<file path="src/rtl/alu_pkg.sv">
// Shared opcode constants and FSM state type for the two-requester ALU arbiter.
package alu_pkg;

  localparam logic [3:0] ALU_ADD = 4'b0010;
  localparam logic [3:0] ALU_SUB = 4'b0110;
  localparam logic [3:0] ALU_AND = 4'b0000;
  localparam logic [3:0] ALU_OR  = 4'b0001;
  localparam logic [3:0] ALU_NOR = 4'b1100;
  localparam logic [3:0] ALU_SLT = 4'b0111;
  localparam logic [3:0] ALU_SLL = 4'b0100;

  typedef enum logic {
    ST_IDLE = 1'b0,
    ST_BUSY = 1'b1
  } arb_state_e;

endpackage

</file>
<file path="src/rtl/alu_exec.sv">
// Combinational ALU: add/sub wrap modulo 2^WIDTH, signed set-less-than, shift-left-by-2.
// Undefined opcodes yield zero.
module alu_exec
  import alu_pkg::*;
#(
  parameter int WIDTH = 32
) (
  input  logic [3:0]       op,
  input  logic [WIDTH-1:0] a,
  input  logic [WIDTH-1:0] b,
  output logic [WIDTH-1:0] y
);

  always_comb begin
    y = '0;
    case (op)
      ALU_ADD: y = a + b;
      ALU_SUB: y = a - b;
      ALU_AND: y = a & b;
      ALU_OR:  y = a | b;
      ALU_NOR: y = ~(a | b);
      ALU_SLT: y = {{(WIDTH-1){1'b0}}, ($signed(a) < $signed(b))};
      ALU_SLL: y = a << 2;
      default: y = '0;
    endcase
  end

endmodule

</file>
<file path="src/rtl/alu_arbiter.sv">
// Two requesters share one ALU; the result is registered at the accepting edge and held
// until the granted requester consumes it. Define ALU_ARBITER_FIXED_PRIO_EN for req0-wins-ties.
//
// Handshake: a request transfers on an edge where reqi_valid & reqi_ready; a response
// transfers on an edge where rspi_valid & rspi_ready. Valid may drop before acceptance.
module alu_arbiter
  import alu_pkg::*;
#(
  parameter int WIDTH = 32
) (
  input  logic             clk,
  input  logic             rst_n,
  input  logic             req0_valid,
  output logic             req0_ready,
  input  logic [3:0]       req0_op,
  input  logic [WIDTH-1:0] req0_a,
  input  logic [WIDTH-1:0] req0_b,
  input  logic             req1_valid,
  output logic             req1_ready,
  input  logic [3:0]       req1_op,
  input  logic [WIDTH-1:0] req1_a,
  input  logic [WIDTH-1:0] req1_b,
  output logic             rsp0_valid,
  input  logic             rsp0_ready,
  output logic             rsp1_valid,
  input  logic             rsp1_ready,
  output logic [WIDTH-1:0] rsp_data,
  output logic             busy,
  output arb_state_e       dbg_state
);

  arb_state_e       state_q, state_d;
  logic             grant_q, grant_d;
  logic [WIDTH-1:0] result_q, result_d;
  logic             win_is_1;
  logic [3:0]       alu_op;
  logic [WIDTH-1:0] alu_a, alu_b, alu_y;

`ifdef ALU_ARBITER_FIXED_PRIO_EN
  always_comb begin
    win_is_1 = req1_valid & ~req0_valid;
  end
`else
  // Pointer holds the index of the last granted requester; the other one wins ties.
  logic last_grant_q, last_grant_d;

  always_comb begin
    win_is_1 = req1_valid & (~req0_valid | ~last_grant_q);
    last_grant_d = last_grant_q;
    if (state_q == ST_IDLE && (req0_valid || req1_valid)) last_grant_d = win_is_1;
  end

  always_ff @(posedge clk or negedge rst_n) begin
    if (!rst_n) last_grant_q <= 1'b1;
    else        last_grant_q <= last_grant_d;
  end
`endif

  always_comb begin
    alu_op = win_is_1 ? req1_op : req0_op;
    alu_a  = win_is_1 ? req1_a  : req0_a;
    alu_b  = win_is_1 ? req1_b  : req0_b;
  end

  alu_exec #(.WIDTH(WIDTH)) u_alu_exec (
    .op (alu_op),
    .a  (alu_a),
    .b  (alu_b),
    .y  (alu_y)
  );

  always_comb begin
    state_d    = state_q;
    grant_d    = grant_q;
    result_d   = result_q;
    req0_ready = 1'b0;
    req1_ready = 1'b0;
    case (state_q)
      ST_IDLE: begin
        req0_ready = req0_valid & ~win_is_1;
        req1_ready = win_is_1;
        if (req0_valid || req1_valid) begin
          state_d  = ST_BUSY;
          grant_d  = win_is_1;
          result_d = alu_y;
        end
      end
      ST_BUSY: begin
        if (grant_q ? rsp1_ready : rsp0_ready) state_d = ST_IDLE;
      end
      default: state_d = ST_IDLE;
    endcase
  end

  always_ff @(posedge clk or negedge rst_n) begin
    if (!rst_n) begin
      state_q  <= ST_IDLE;
      grant_q  <= 1'b0;
      result_q <= '0;
    end else begin
      state_q  <= state_d;
      grant_q  <= grant_d;
      result_q <= result_d;
    end
  end

  assign busy       = (state_q == ST_BUSY);
  assign rsp0_valid = busy & ~grant_q;
  assign rsp1_valid = busy & grant_q;
  assign rsp_data   = result_q;
  assign dbg_state  = state_q;

endmodule

</file>
<file path="config.mk">
export PLATFORM = sky130hd
export DESIGN_NAME = alu_arbiter
export DESIGN_NICKNAME = d
export VERILOG_FILES = /design/src/rtl/alu_pkg.sv /design/src/rtl/alu_exec.sv /design/src/rtl/alu_arbiter.sv
export SDC_FILE = /design/constraint.sdc
export NUM_CORES = 1
export LEC_CHECK = 0
export CAP_MARGIN = 20
export CORE_ASPECT_RATIO = 1.25
export CORE_UTILIZATION = 61
export DETAILED_ROUTE_END_ITERATION = 12
export DONT_BUFFER_PORTS = 1
export HOLD_SLACK_MARGIN = 0.12
export PLACE_DENSITY_LB_ADDON = 0.12
export SYNTH_ARGS = -nofsm -noshare
export SYNTH_HDL_FRONTEND = slang
export SYNTH_SLANG_ARGS = --single-unit
</file>
<file path="constraint.sdc">
create_clock -name clk -period 4.46 [get_ports clk]
set_clock_uncertainty 0.1 [all_clocks]
set_input_delay 0.892 -clock clk [delete_from_list [all_inputs] [get_ports clk]]
set_output_delay 0.892 -clock clk [all_outputs]
set_load 0.02 [all_outputs]
</file>
* After elaboration in Yosys (flattened, before gate mapping) *
Index checks and enable logic that the tools add are counted.

operators by class
  multiplexer cells = 10
  bitwise gates (word level) = 13
  eq/ne operators = 6
  reduce and logical (&&, ||, !) cells = 4
  magnitude comparators = 1
  add/sub/neg operators = 2

operators with widths
  operator                                                               number
  32-bit one-hot mux with 7 select lines                                 1
  32-bit 2-to-1 mux                                                      2
  32-bit adder                                                           1
  32-bit bitwise AND                                                     1
  32-bit < comparator                                                    1
  32-bit inverter                                                        1
  32-bit OR                                                              1
  32-bit subtractor                                                      1
  4-bit by 3-bit equality test with 1-bit output, second input constant  3
  1-bit 2-to-1 mux                                                       5
  1-bit inverter                                                         5
  1-bit bitwise AND                                                      4
  4-bit by 1-bit equality test with 1-bit output, second input constant  1
  4-bit by 2-bit equality test with 1-bit output, second input constant  1
  4-bit equality test, second input constant                             1
  4-bit logical NOT                                                      1
  4-bit 2-to-1 mux                                                       1
  1-bit one-hot mux with 2 select lines                                  1
  2-bit AND reduction                                                    1
  1-bit logical AND                                                      1
  1-bit logical OR                                                       1
  1-bit OR                                                               1

word-level totals
  bits in registers = 35
  logic and storage cells = 40

* Depth between registers and ports, before layout *
  depth in word-level cells = 7
  gate-level depth with buffers = 18
  depth with buffers taken out = 15

* By module *
A second synthesis with hierarchy kept.

unflattened totals
  cells, all modules = 993
  area, all modules = 7734.9 µm²

modules (own cells, without submodules)
  module       cells an instance  instances  area each (µm²)
  alu_exec     832                1          5441.5
  alu_arbiter  161                1          2293.4

* Worst setup path after synthesis *
Ideal clock, no wire load.

  kind = input port to flip-flop
  start point = in req1_valid
  end point = reg result_q[31] (netlist: rsp_data[31])
  stages = 17
  data arrival time = 4690 ps
  slack = -462 ps
  buffers on the path = 4
  cell sequence = a21boi_4 -> buf_2 -> buf_2 -> clkbuf_1 -> clkbuf_1 -> nand2_1 -> nand2_1 -> inv_1 -> ha_1 -> o311ai_2 -> a311oi_2 -> a2111oi_4 -> a21oi_4 -> a21oi_2 -> o41ai_2 -> a41o_1 -> or3_1

on the way
  longest elaborated chain between the ends = 5
  elaborated cells between the ends (all ways) = 19

ends and longest elaborated chain
  element                                                    RTL line            text
  from (decl)                                                alu_arbiter.sv:18   input logic req1_valid,
  branches (longest 5 deep; another with 32-bit subtractor)  n/a
  to (signal assigned)                                       alu_arbiter.sv:103  result_q <= result_d;
  to (decl)                                                  alu_arbiter.sv:34   logic [WIDTH-1:0] result_q, result_d;

Parallel ways; which one is timed is not known.
A chain may end at the register's enable or synchronous reset.

* Worst setup path in the final report *
  start point = in req1_valid
  end point = reg result_q[29] (netlist: rsp_data[29])

The elaborated chain is that of the path after synthesis.

==> flow_metrics.env <==
export IMPL_ant_nets=0
export IMPL_place_congestion=0.998
export IMPL_yosys_warnings=0
export IMPL_postCtsSetupBuffers=0
export IMPL_nNetsFinal=1391
export IMPL_port_buffers=0
export IMPL_cp_start_kind="input pin"
export IMPL_cpMostUsedCell="mux2i_1"
export IMPL_total_power_uw=4000
export IMPL_grt_setup_unrepaired="false"
export IMPL_cts_buffers=5
export IMPL_vias=8400
export IMPL_first_pass_iters=5
export IMPL_place_hpwl_mm=20.3
export IMPL_muxShareOfSynthArea_pct=3.34
export IMPL_clkSinkCount=35
export IMPL_synth_edf_count=0
export IMPL_synth_adder_area_share_pct=17.7
export IMPL_dpl_cell_count=1299
export IMPL_finalCriticalPeriod_ns=4.25
export IMPL_max_stage_delay_ns=0.38
export IMPL_drt_total_wl_mm=26.0
export IMPL_insertion_delay_ns=0.29
export IMPL_status="finished clean"
export IMPL_postCtsHoldBufs=0
export IMPL_die_area_mm2=0.0126
export IMPL_p_leak_uw=0.00404
export IMPL_layout_drive_gt1_share_pct=13.0
export IMPL_post_route_util_pct=71.3
export IMPL_antenna_found_initial=0
export IMPL_synth_ff_type="dfrtp_1"
export IMPL_synth_top_area_share_pct=17.2
export IMPL_drv_cap=0
export IMPL_synth_async_reset_ratio_pct=100
export IMPL_die_y_um=125
export IMPL_syn_inst=1096
export IMPL_finalNonFillerCells=1307
export IMPL_route_detailed_drc=0
export IMPL_dr_first_iter_drc_count=638
export IMPL_relSlewSlack_pct=20.8
export IMPL_die_x_um=101
export IMPL_routedWlPerCell_um=19.9
export IMPL_power_frac_seq_pct=18.8
export IMPL_grt_overflow=0
export IMPL_synth_compound_area_share_pct=30.0
export IMPL_path_max_fanout=7
export IMPL_htree_num_levels=2
export IMPL_cp_startpoint="req1_valid"
export IMPL_antenna_cells=0
export IMPL_clkTransAtPathRegs_ns=0.07
export IMPL_fin_crit_sh_pct=95.3
export IMPL_timing_rr_start="last_grant_q"
export IMPL_syn_num_nets=1342
export IMPL_start_util_pct=63.3
export IMPL_syn_area_mm2=0.00742
export IMPL_root_buffer="clkbuf_16"
export IMPL_p_int_uw=1830
export IMPL_combPwrFrac_pct=71.9
export IMPL_yosys_area_share_simple_pct=25.0
export IMPL_synth_largest_area_cell="ha_1"
export IMPL_path_class="input pin to flip-flop"
export IMPL_synth_area_leaders="ha_1 17%, nand2_1 12%, dfrtp_1 11%"
export IMPL_endpoint_kind="flip-flop"
export IMPL_io_pins=180
export IMPL_min_path_type="input pin to async pin"
export IMPL_tightest_slew_ns=1.18
export IMPL_max_freq_mhz=235
export IMPL_peakVddDrop_v=0.000280
export IMPL_syn_avg_cell_area_um2=6.77
export IMPL_crit_chain="a21boi_4, buf_12, mux2i_1, inv_1, ha_1, and3_1, a211oi_2, o211a_1, o21ai_1, a31oi_1, o31ai_1, buf_4, a211oi_1, mux2i_1, or3_1"
export IMPL_cts_resized=0
export IMPL_grt_pass1_vias=8200
export IMPL_clock_path_buffers=2
export IMPL_grt_start_max_net_pins=49
export IMPL_grtUsageTotal_pct=41.2
export IMPL_synth_top_family_by_area="compound AO/OA/AOI/OAI gates"
export IMPL_power_net_switching_uw=2160
export IMPL_synth_xor_area_share_pct=2.95
export IMPL_area_growth_pct=12.6
export IMPL_cp_slowest_cell="ha_1"
export IMPL_setup_violations_final=0
export IMPL_synthTopCellsByCount="232 x nand2_1, 102 x ha_1, 99 x a21oi_1"
export IMPL_fp_coreArea_mm2=0.0117
export IMPL_crit_required_ns=4.53
export IMPL_power_density_mw_per_mm2=478
export IMPL_yosysMostFrequentCell="nand2_1"
export IMPL_cts_tree="yes"
export IMPL_p_sw_share_pct=54.1
export IMPL_ys_seq_elements=35
export IMPL_crit_arrival_ns=4.32
export IMPL_hold_viol=0
export IMPL_clkPwrFrac_pct=9.3
export IMPL_grt_pass1_wl_mm=40.8
export IMPL_yosysSeqAreaShare_pct=11.8
export IMPL_via_per_inst=6.43
export IMPL_maxSlewViolCount=0
export IMPL_rows=44
export IMPL_synthDistinctLibCells=90
## cells by family (layout without fill, tap and decap cells)
group / count (synthesis) / count (layout)
adder cells (fa/ha/maj): 104 / 104
XOR/XNOR: 25 / 25
AO/OA/AOI/OAI: 322 / 322
flip-flops: 35 / 35
AND/OR/NAND/NOR: 425 / 425
buffers and inverters: 162 / 212
multiplexers: 23 / 23
## layout by cell type, fill, tap and decap left out, drive strengths merged, types with 14 or more instances in the layout
| master | count |
|---|---|
| ha | 102 |
| nor3 | 22 |
| o221ai | 17 |
| o21ai | 54 |
| inv | 98 |
| dfrtp | 34 |
| mux2i | 22 |
| a211oi | 14 |
| nand3 | 20 |
| buf | 105 |
| a221oi | 18 |
| xnor2 | 22 |
| nor2 | 86 |
| o21bai | 15 |
| nand2 | 232 |
| a21oi | 102 |
## worst max-delay path: cells and delay by family
family,cells,cell delay (ns)
buffers and inverters,3,0.40
and+or+nand+nor,2,0.60
muxes,2,0.35
AOI/OAI and AO/OA,7,1.70
adders and majority gates,1,0.38
## final cells by class
type	count	area (um2)
multi-input cells	899	5920
repair buffers	105	851
fillers	1031	3370
clock buffers	8	136
well taps	161	201
flip-flops and latches	35	877
inverters	99	372
## per-layer routing
layer  share of wire, %  vias to the layer above  track usage, %
li1                   -                     3940               -
met5                  0                        -               0
met3                8.8                      120            6.54
met4                5.4                        0            23.3
met2                 47                      477            69.2
met1                 39                     3863            49.5
## state kept, by name, summed over array words and instances (netlist names)
register	cells
grant_q	1
last_grant_q	1
rsp_data	32
busy	1
## power by group through the flow
stage	Sequential, uW	Combinational (uW)	Clock [uW]
6_report	750	2870	372
5_1_grt	769	3120	381
4_1_cts	746	2810	364
3_5_place_dp	750	2790	0
3_3_place_gp	749	2760	0
2_1_floorplan	702	1940	0
## stage by stage
stage	setup WS [ns]	hold slack [ns]	TNS [ns]	cell area [um2]
detailed placement	-0.0245	0.415	-0.0245	8220
finish	0.211	0.190	0	8360
global route	0.0235	0.185	0	8360
global placement	0.0704	0.407	0	8220
CTS	0.274	0.189	0	8360
floorplan	0.00899	0.364	0	7460
## path summary, 6_finish.rpt
path,to,slack (ns),cells after the start
max in group asynchronous,last_grant_q,3.87,0
hold / removal,rsp_data[24],0.19,0
setup reg to reg,rsp_data[29],0.42,16
setup / recovery,rsp_data[29],0.21,15
min in group clk,last_grant_q,0.44,1
hold reg to reg,last_grant_q,0.44,1
Power figures use the tool's default switching activity.
